File: src/rtl/apb_master_arbiter_pkg.sv
// Shared types and constants for the APB master arbiter.
// Contents:
//   apb_state_e - APB master protocol phase (IDLE -> SETUP -> ACCESS)
//   DefaultDw   - default data width
//   DefaultAw   - default address width
//   cnt_width() - timeout counter width; a zero TIMEOUT still needs one bit
package apb_master_arbiter_pkg;

  typedef enum logic [1:0] {
    StIdle   = 2'd0,
    StSetup  = 2'd1,
    StAccess = 2'd2
  } apb_state_e;

  localparam int unsigned DefaultDw = 32;
  localparam int unsigned DefaultAw = 32;

  function automatic int unsigned cnt_width(input int unsigned timeout);
    return (timeout > 0) ? $clog2(timeout + 1) : 1;
  endfunction

endpackage

File: src/rtl/apb_master_arbiter_if.sv
// APB master-side bus bundle (Mp* signals of the APB interconnect).
// Modports:
//   master - drives MpADDR/MpSELx/MpENABLE/MpWRITE/MpWDATA, samples MpRDATA/MpREADY/MpSLVERR
//   slave  - the opposite direction, for the interconnect or a bench slave model
interface apb_master_arbiter_if #(
  parameter int unsigned AW = 32,
  parameter int unsigned DW = 32
) ();

  logic [AW-1:0] MpADDR;
  logic          MpSELx;
  logic          MpENABLE;
  logic          MpWRITE;
  logic [DW-1:0] MpWDATA;
  logic [DW-1:0] MpRDATA;
  logic          MpREADY;
  logic          MpSLVERR;

  modport master (
    output MpADDR, MpSELx, MpENABLE, MpWRITE, MpWDATA,
    input  MpRDATA, MpREADY, MpSLVERR
  );

  modport slave (
    input  MpADDR, MpSELx, MpENABLE, MpWRITE, MpWDATA,
    output MpRDATA, MpREADY, MpSLVERR
  );

endinterface

File: src/rtl/apb_master_arbiter_rr_arbiter.sv
// Round-robin arbiter with a registered priority pointer.
// Ports:
//   clk     - rising-edge clock
//   rst     - synchronous active-high reset, pointer -> 0
//   req     - request vector
//   advance - the current grant was taken; move the pointer past it
//   gnt     - one-hot grant, first set req bit at or above the pointer (wrapping)
module apb_master_arbiter_rr_arbiter #(
  parameter int unsigned NUM_REQ = 2
) (
  input  logic               clk,
  input  logic               rst,
  input  logic [NUM_REQ-1:0] req,
  input  logic               advance,
  output logic [NUM_REQ-1:0] gnt
);

  localparam int unsigned PtrW = (NUM_REQ > 1) ? $clog2(NUM_REQ) : 1;

  logic [PtrW-1:0] ptr_q;
  logic [PtrW-1:0] gnt_idx;
  logic [31:0]     sum;
  logic            found;

  // Scan upward from the pointer, wrapping modulo NUM_REQ.
  always_comb begin
    gnt     = '0;
    gnt_idx = '0;
    found   = 1'b0;
    sum     = '0;
    for (int k = 0; k < NUM_REQ; k++) begin
      sum = 32'(ptr_q) + 32'(k);
      if (sum >= NUM_REQ) begin
        sum = sum - NUM_REQ;
      end
      if (!found && req[sum[PtrW-1:0]]) begin
        found   = 1'b1;
        gnt_idx = sum[PtrW-1:0];
      end
    end
    gnt[gnt_idx] = found;
  end

  always_ff @(posedge clk) begin
    if (rst) begin
      ptr_q <= '0;
    end else if (advance && found) begin
      ptr_q <= (gnt_idx == PtrW'(NUM_REQ - 1)) ? '0 : gnt_idx + 1'b1;
    end
  end

endmodule

File: src/rtl/apb_master_arbiter.sv
// Shares one APB master port between NUM_REQ requesters with round-robin arbitration,
// sequences IDLE -> SETUP -> ACCESS, and turns a hung slave into an error after TIMEOUT
// ACCESS cycles without MpREADY (TIMEOUT = 0 disables this).
// Ports:
//   clk, rst             - clock, synchronous active-high reset
//   req_valid/req_write  - per-requester request and direction, held until req_ready
//   req_addr/req_wdata   - per-requester address and write data
//   req_ready            - one-hot accept pulse (combinational, IDLE only)
//   rsp_valid            - one-hot one-cycle completion pulse to the owner
//   rsp_rdata            - read data, 0 for writes, errors and non-completion cycles
//   rsp_err              - slave error or timeout, qualified by rsp_valid
//   apb                  - APB master bus (Mp* signals)
module apb_master_arbiter
  import apb_master_arbiter_pkg::*;
#(
  parameter int unsigned DW      = DefaultDw,
  parameter int unsigned AW      = DefaultAw,
  parameter int unsigned NUM_REQ = 2,
  parameter int unsigned TIMEOUT = 255
) (
  input  logic               clk,
  input  logic               rst,
  input  logic [NUM_REQ-1:0] req_valid,
  input  logic [NUM_REQ-1:0] req_write,
  input  logic [AW-1:0]      req_addr  [NUM_REQ],
  input  logic [DW-1:0]      req_wdata [NUM_REQ],
  output logic [NUM_REQ-1:0] req_ready,
  output logic [NUM_REQ-1:0] rsp_valid,
  output logic [DW-1:0]      rsp_rdata,
  output logic               rsp_err,
  apb_master_arbiter_if.master apb
);

  localparam int unsigned    CntW    = cnt_width(TIMEOUT);
  localparam bit             TimeoutEn = (TIMEOUT != 0);
  localparam logic [CntW-1:0] CntLast = TimeoutEn ? CntW'(TIMEOUT - 1) : '0;

  apb_state_e state_q, state_d;
  logic [CntW-1:0]    cnt_q, cnt_d;
  logic [NUM_REQ-1:0] owner_q, owner_d;
  logic [AW-1:0]      addr_q, addr_d;
  logic [DW-1:0]      wdata_q, wdata_d;
  logic               write_q, write_d;
  logic [NUM_REQ-1:0] rsp_valid_q, rsp_valid_d;
  logic [DW-1:0]      rsp_rdata_q, rsp_rdata_d;
  logic               rsp_err_q, rsp_err_d;
  logic [NUM_REQ-1:0] gnt;
  logic               timeout_hit;

  apb_master_arbiter_rr_arbiter #(
    .NUM_REQ(NUM_REQ)
  ) u_rr (
    .clk    (clk),
    .rst    (rst),
    .req    (req_valid),
    .advance(|req_ready),
    .gnt    (gnt)
  );

  // Grants are only offered while idle and never during reset.
  assign req_ready   = (state_q == StIdle && !rst) ? gnt : '0;
  assign timeout_hit = TimeoutEn && (cnt_q == CntLast);

  always_comb begin
    state_d     = state_q;
    cnt_d       = cnt_q;
    owner_d     = owner_q;
    addr_d      = addr_q;
    wdata_d     = wdata_q;
    write_d     = write_q;
    rsp_valid_d = '0;
    rsp_rdata_d = '0;
    rsp_err_d   = 1'b0;

    unique case (state_q)
      StIdle: begin
        if (|req_ready) begin
          state_d = StSetup;
          owner_d = req_ready;
          for (int i = 0; i < NUM_REQ; i++) begin
            if (req_ready[i]) begin
              addr_d  = req_addr[i];
              wdata_d = req_wdata[i];
              write_d = req_write[i];
            end
          end
        end
      end
      StSetup: begin
        state_d = StAccess;
        cnt_d   = '0;
      end
      StAccess: begin
        if (apb.MpREADY) begin
          state_d     = StIdle;
          rsp_valid_d = owner_q;
          rsp_err_d   = apb.MpSLVERR;
          rsp_rdata_d = (!write_q && !apb.MpSLVERR) ? apb.MpRDATA : '0;
        end else if (timeout_hit) begin
          // Hung slave: abandon the transfer and report an error.
          state_d     = StIdle;
          rsp_valid_d = owner_q;
          rsp_err_d   = 1'b1;
        end else begin
          cnt_d = cnt_q + 1'b1;
        end
      end
      default: state_d = StIdle;
    endcase
  end

  always_ff @(posedge clk) begin
    if (rst) begin
      state_q     <= StIdle;
      cnt_q       <= '0;
      owner_q     <= '0;
      addr_q      <= '0;
      wdata_q     <= '0;
      write_q     <= 1'b0;
      rsp_valid_q <= '0;
      rsp_rdata_q <= '0;
      rsp_err_q   <= 1'b0;
    end else begin
      state_q     <= state_d;
      cnt_q       <= cnt_d;
      owner_q     <= owner_d;
      addr_q      <= addr_d;
      wdata_q     <= wdata_d;
      write_q     <= write_d;
      rsp_valid_q <= rsp_valid_d;
      rsp_rdata_q <= rsp_rdata_d;
      rsp_err_q   <= rsp_err_d;
    end
  end

  assign apb.MpADDR   = addr_q;
  assign apb.MpWDATA  = wdata_q;
  assign apb.MpWRITE  = write_q;
  assign apb.MpSELx   = (state_q != StIdle);
  assign apb.MpENABLE = (state_q == StAccess);

  assign rsp_valid = rsp_valid_q;
  assign rsp_rdata = rsp_rdata_q;
  assign rsp_err   = rsp_err_q;

endmodule

File: src/flat_wrapper.sv
// flat-port wrapper written by rule: the top's interface ports become plain ports
module apb_master_arbiter_flat import apb_master_arbiter_pkg::*;
#(
  parameter int unsigned DW      = DefaultDw,
  parameter int unsigned AW      = DefaultAw,
  parameter int unsigned NUM_REQ = 2,
  parameter int unsigned TIMEOUT = 255
)
  (clk, rst, req_valid, req_write, req_addr, req_wdata, req_ready, rsp_valid, rsp_rdata, rsp_err, apb_MpADDR, apb_MpSELx, apb_MpENABLE, apb_MpWRITE, apb_MpWDATA, apb_MpRDATA, apb_MpREADY, apb_MpSLVERR);
  apb_master_arbiter_if #(.AW(AW), .DW(DW)) apb_i ();
  input  logic clk;
  input  logic rst;
  input  logic [NUM_REQ-1:0] req_valid;
  input  logic [NUM_REQ-1:0] req_write;
  input  logic [AW-1:0] req_addr[NUM_REQ];
  input  logic [DW-1:0] req_wdata[NUM_REQ];
  output logic [NUM_REQ-1:0] req_ready;
  output logic [NUM_REQ-1:0] rsp_valid;
  output logic [DW-1:0] rsp_rdata;
  output logic rsp_err;
  output wire logic [$bits(apb_i.MpADDR)-1:0] apb_MpADDR;
  output wire logic [$bits(apb_i.MpSELx)-1:0] apb_MpSELx;
  output wire logic [$bits(apb_i.MpENABLE)-1:0] apb_MpENABLE;
  output wire logic [$bits(apb_i.MpWRITE)-1:0] apb_MpWRITE;
  output wire logic [$bits(apb_i.MpWDATA)-1:0] apb_MpWDATA;
  input wire logic [$bits(apb_i.MpRDATA)-1:0] apb_MpRDATA;
  input wire logic [$bits(apb_i.MpREADY)-1:0] apb_MpREADY;
  input wire logic [$bits(apb_i.MpSLVERR)-1:0] apb_MpSLVERR;
  assign apb_MpADDR = apb_i.MpADDR;
  assign apb_MpSELx = apb_i.MpSELx;
  assign apb_MpENABLE = apb_i.MpENABLE;
  assign apb_MpWRITE = apb_i.MpWRITE;
  assign apb_MpWDATA = apb_i.MpWDATA;
  assign apb_i.MpRDATA = apb_MpRDATA;
  assign apb_i.MpREADY = apb_MpREADY;
  assign apb_i.MpSLVERR = apb_MpSLVERR;
  apb_master_arbiter #(.DW(DW), .AW(AW), .NUM_REQ(NUM_REQ), .TIMEOUT(TIMEOUT)) u_core (.clk(clk), .rst(rst), .req_valid(req_valid), .req_write(req_write), .req_addr(req_addr), .req_wdata(req_wdata), .req_ready(req_ready), .rsp_valid(rsp_valid), .rsp_rdata(rsp_rdata), .rsp_err(rsp_err), .apb(apb_i));
endmodule
File: config.mk
export PLATFORM = sky130hd
export DESIGN_NAME = apb_master_arbiter_flat
export DESIGN_NICKNAME = d
export VERILOG_FILES = /design/src/rtl/apb_master_arbiter_pkg.sv /design/src/rtl/apb_master_arbiter_if.sv /design/src/rtl/apb_master_arbiter_rr_arbiter.sv /design/src/rtl/apb_master_arbiter.sv /design/src/flat_wrapper.sv
export SDC_FILE = /design/constraint.sdc
export NUM_CORES = 1
export LEC_CHECK = 0
export CAP_MARGIN = 5
export CORE_ASPECT_RATIO = 0.8
export CORE_MARGIN = 3
export CORE_UTILIZATION = 32
export CTS_CLUSTER_DIAMETER = 200
export DETAILED_ROUTE_END_ITERATION = 7
export HOLD_SLACK_MARGIN = 0.05
export PLACE_DENSITY = 0.76
export SLEW_MARGIN = 25
export SYNTH_ARGS = -nofsm -noshare
export SYNTH_HDL_FRONTEND = slang
export SYNTH_SLANG_ARGS = --single-unit
File: constraint.sdc
create_clock -name clk -period 1.67 [get_ports clk]
set_input_delay 0.334 -clock clk [delete_from_list [all_inputs] [get_ports clk]]
set_output_delay 0.334 -clock clk [all_outputs]
set_load 0.03 [all_outputs]
==> impl_metrics.toml <==
[pwr]
p_leak_uw = 0.00339
power_uw = 8210
powerDensity_mw_per_mm2 = 1040
ir_drop_v = 0.000854

[sta]
skew_ps = 7.18
rsz0062_at_grt = "true"
fmax_mhz = 527
finalCritPeriodShare_pct = 114
min_period_ps = 1900
worst_pin_slew_ps = 443
setup_violations = 34
worst_slack_ps = -228
setup_tns_ps = -1130
finalHoldViolations = 0
slew_viol_final = 0
max_slew_margin_pct = 70.5

[final_layout]
n_antenna_cell = 0
nFillCells = 1016
area_growth_syn_to_layout_pct = 91.6
final_common_cell = "clkdlybuf4s50_1"
drive_gt1_share_pct = 12.5
multiInputGateArea_sq_mm = 0.00177
finalNetCount = 904
most-common-layout-cells = "clkdlybuf4s50_1, dfxtp_1, dlygate4sd2_1, nand2_1, a21oi_1"
seq_area_sq_mm = 0.00226
fin_area_sq_mm = 0.00789

[clocking]
clk_latency_ps = 400
cts.sinks = 113
clockRootBuffer = "clkbuf_16"
cts_max_path_buffers = 2
htree_levels = 4
cts_tree = "done"
clk_pin_slew_worst_paths_ps = 50
cts_buffers = 17

[place]
dp_hpwl_um = 10800
pre_cts_ws_ps = -508
gp_congestion = 0.841
port_buffers = 271
dpl_cell_area_sq_mm = 0.00714

[synth]
ys.flop_type = "dfxtp_1"
synth_fp_nets = 615
synth_edf_count = 0
yosys.cell_types.count = 37
synth_area_leaders = "dfxtp_1, a22oi_1, a21oi_1"
async_flop_share_pct = 0
synth-warning-count = 0
synthCells = 445
syn_area_sq_mm = 0.00412
yosys.area.top_type = "dfxtp_1"
postSynthAreaPerCell_sq_um = 9.26
netlist.area_leader.share_pct = 54.9
ys_ff_latch = 113
ys_seq_area_share_pct = 54.9

[flow_run]
drv_cap = 0

[setup_path]
worstSetupStartpointType = "flip-flop"
crit_type = "reg -> out"
cp.required_ps = 1340
startpoint = "u_core.state_q[0]"
crit-reg2reg-launch = "u_core.state_q[0]"
end_kind = "output pin"
cp_data_arrival_time_ps = 1560
cp_max_fo = 3

[floorplan]
die_y_um = 107
die_x_um = 133
rows = 36
fp.coreArea_sq_mm = 0.0124
start_util_pct = 33.3
io_pins = 272
dieArea_sq_mm = 0.0143

[global_routing]
globalRouteOverflowTotal = 0
antenna_found_initial = 0
track_usage_pct = 19.9
first_global_vias = 4444
grt_pass1_wl_um = 22400
grt_start_max_net_pins = 67

[run_status]
violations = "setup timing"
outcome = "complete, but fails checks"

[routing]
wirelength_um = 15000
drt_iter0_drc = 239
vias_per_cell = 4.87
dr.pass1.iters = 5
wl_per_cell_um = 16.4
drc_errors = 0
vias = 4460
antenna_left = 0

[hold_path]
hp-class = "in -> reg"
min_from = "rst"
repair_timing:
| item | in CTS | in global routing |
|---|---|---|
| pin swaps | 2 | 22 |
| cloned | 0 | 3 |
| hold buffers | 0 | 0 |
| setup endpoints to repair | 155 | 38 |
| gates resized for setup | 108 | 27 |
| setup buffers | 2 | 3 |
report_power, final:
part	leakage (uW)	internal (uW)	switching, uW
clock	0.000318	2740	1210
sequential	0.000920	2830	64.3
combinational	0.00215	687	676
registers in the layout (all words and copies together), names as in the netlist:
signal / flops
u_core.state_q: 2
u_core.rsp_rdata: 32
u_core.rsp_valid: 2
u_core.rsp_err: 1
u_core.apb.MpADDR: 32
u_core.apb.MpWRITE: 1
u_core.apb.MpWDATA: 32
u_core.owner_q: 2
u_core.cnt_q: 8
u_core.u_rr.ptr_q: 1
Yosys cell counts (all sizes together), types with 2 or more instances:
master / number
dfxtp: 113
nand2: 73
a21oi: 72
a22oi: 65
and2: 35
clkbuf: 21
buf: 13
inv: 6
nand3: 5
nor2: 5
and3: 3
nor2b: 3
o211ai: 3
or4: 3
ha: 2
nand2b: 2
o21a: 2
o21bai: 2
o31ai: 2
cell families after synthesis:
group / Yosys count / synth area share [%]
AO/OA/AOI/OAI: 150 / 22.9
XOR/XNOR: 1 / 0.213
adder cells (fa/ha/maj): 2 / 0.607
buffers and inverters: 40 / 4.37
flip-flops: 113 / 54.9
multiplexers: 1 / 0.243
AND/OR/NAND/NOR: 138 / 16.7
layer usage:
metal / routed length [um] / up-vias / GRT usage [%]
li1: - / 2145 / -
met1: 5680 / 2089 / 21.3
met2: 7690 / 206 / 34.1
met3: 1380 / 20 / 9.25
met4: 241 / 0 / 8.23
met5: 0 / - / 0
worst max-delay path, cell delays in order, from the launching register on:
cell and delay (ps):
dfxtp_2 330, or3b_4 420, nor3_4 160, buf_6 140, buf_6 120
path summary, 6_finish.rpt:
path | endpoint | slack (ps) | cells after the start
min | u_core.u_rr.ptr_q | 200 | 2
min reg2reg | u_core.owner_q[0] | 450 | 2
max reg2reg | u_core.apb.MpADDR[17] | -110 | 8
max | req_ready[1] | -230 | 4
metrics by stage:
| stage | utilization, % | hold slack (ps) | cells |
|---|---|---|---|
| after floorplan | - | 427 | 445 |
| after global placement | 57.6 | 436 | 879 |
| after detailed placement | 57.6 | 446 | 879 |
| after CTS | 62.1 | 182 | 911 |
| after global routing | 63.7 | 191 | 916 |
| final | 63.7 | 204 | 916 |
area by class of cell:
type | instances | share of cell area [%]
multi-input combinational | 292 | 22.4
sequential | 113 | 28.7
inverter | 6 | 0.285
clock buffer | 20 | 5.91
tap | 171 | 2.71
timing repair buffer | 304 | 37.7
clock inverter | 10 | 2.30
Note: power is estimated with default switching activity, not from simulation.
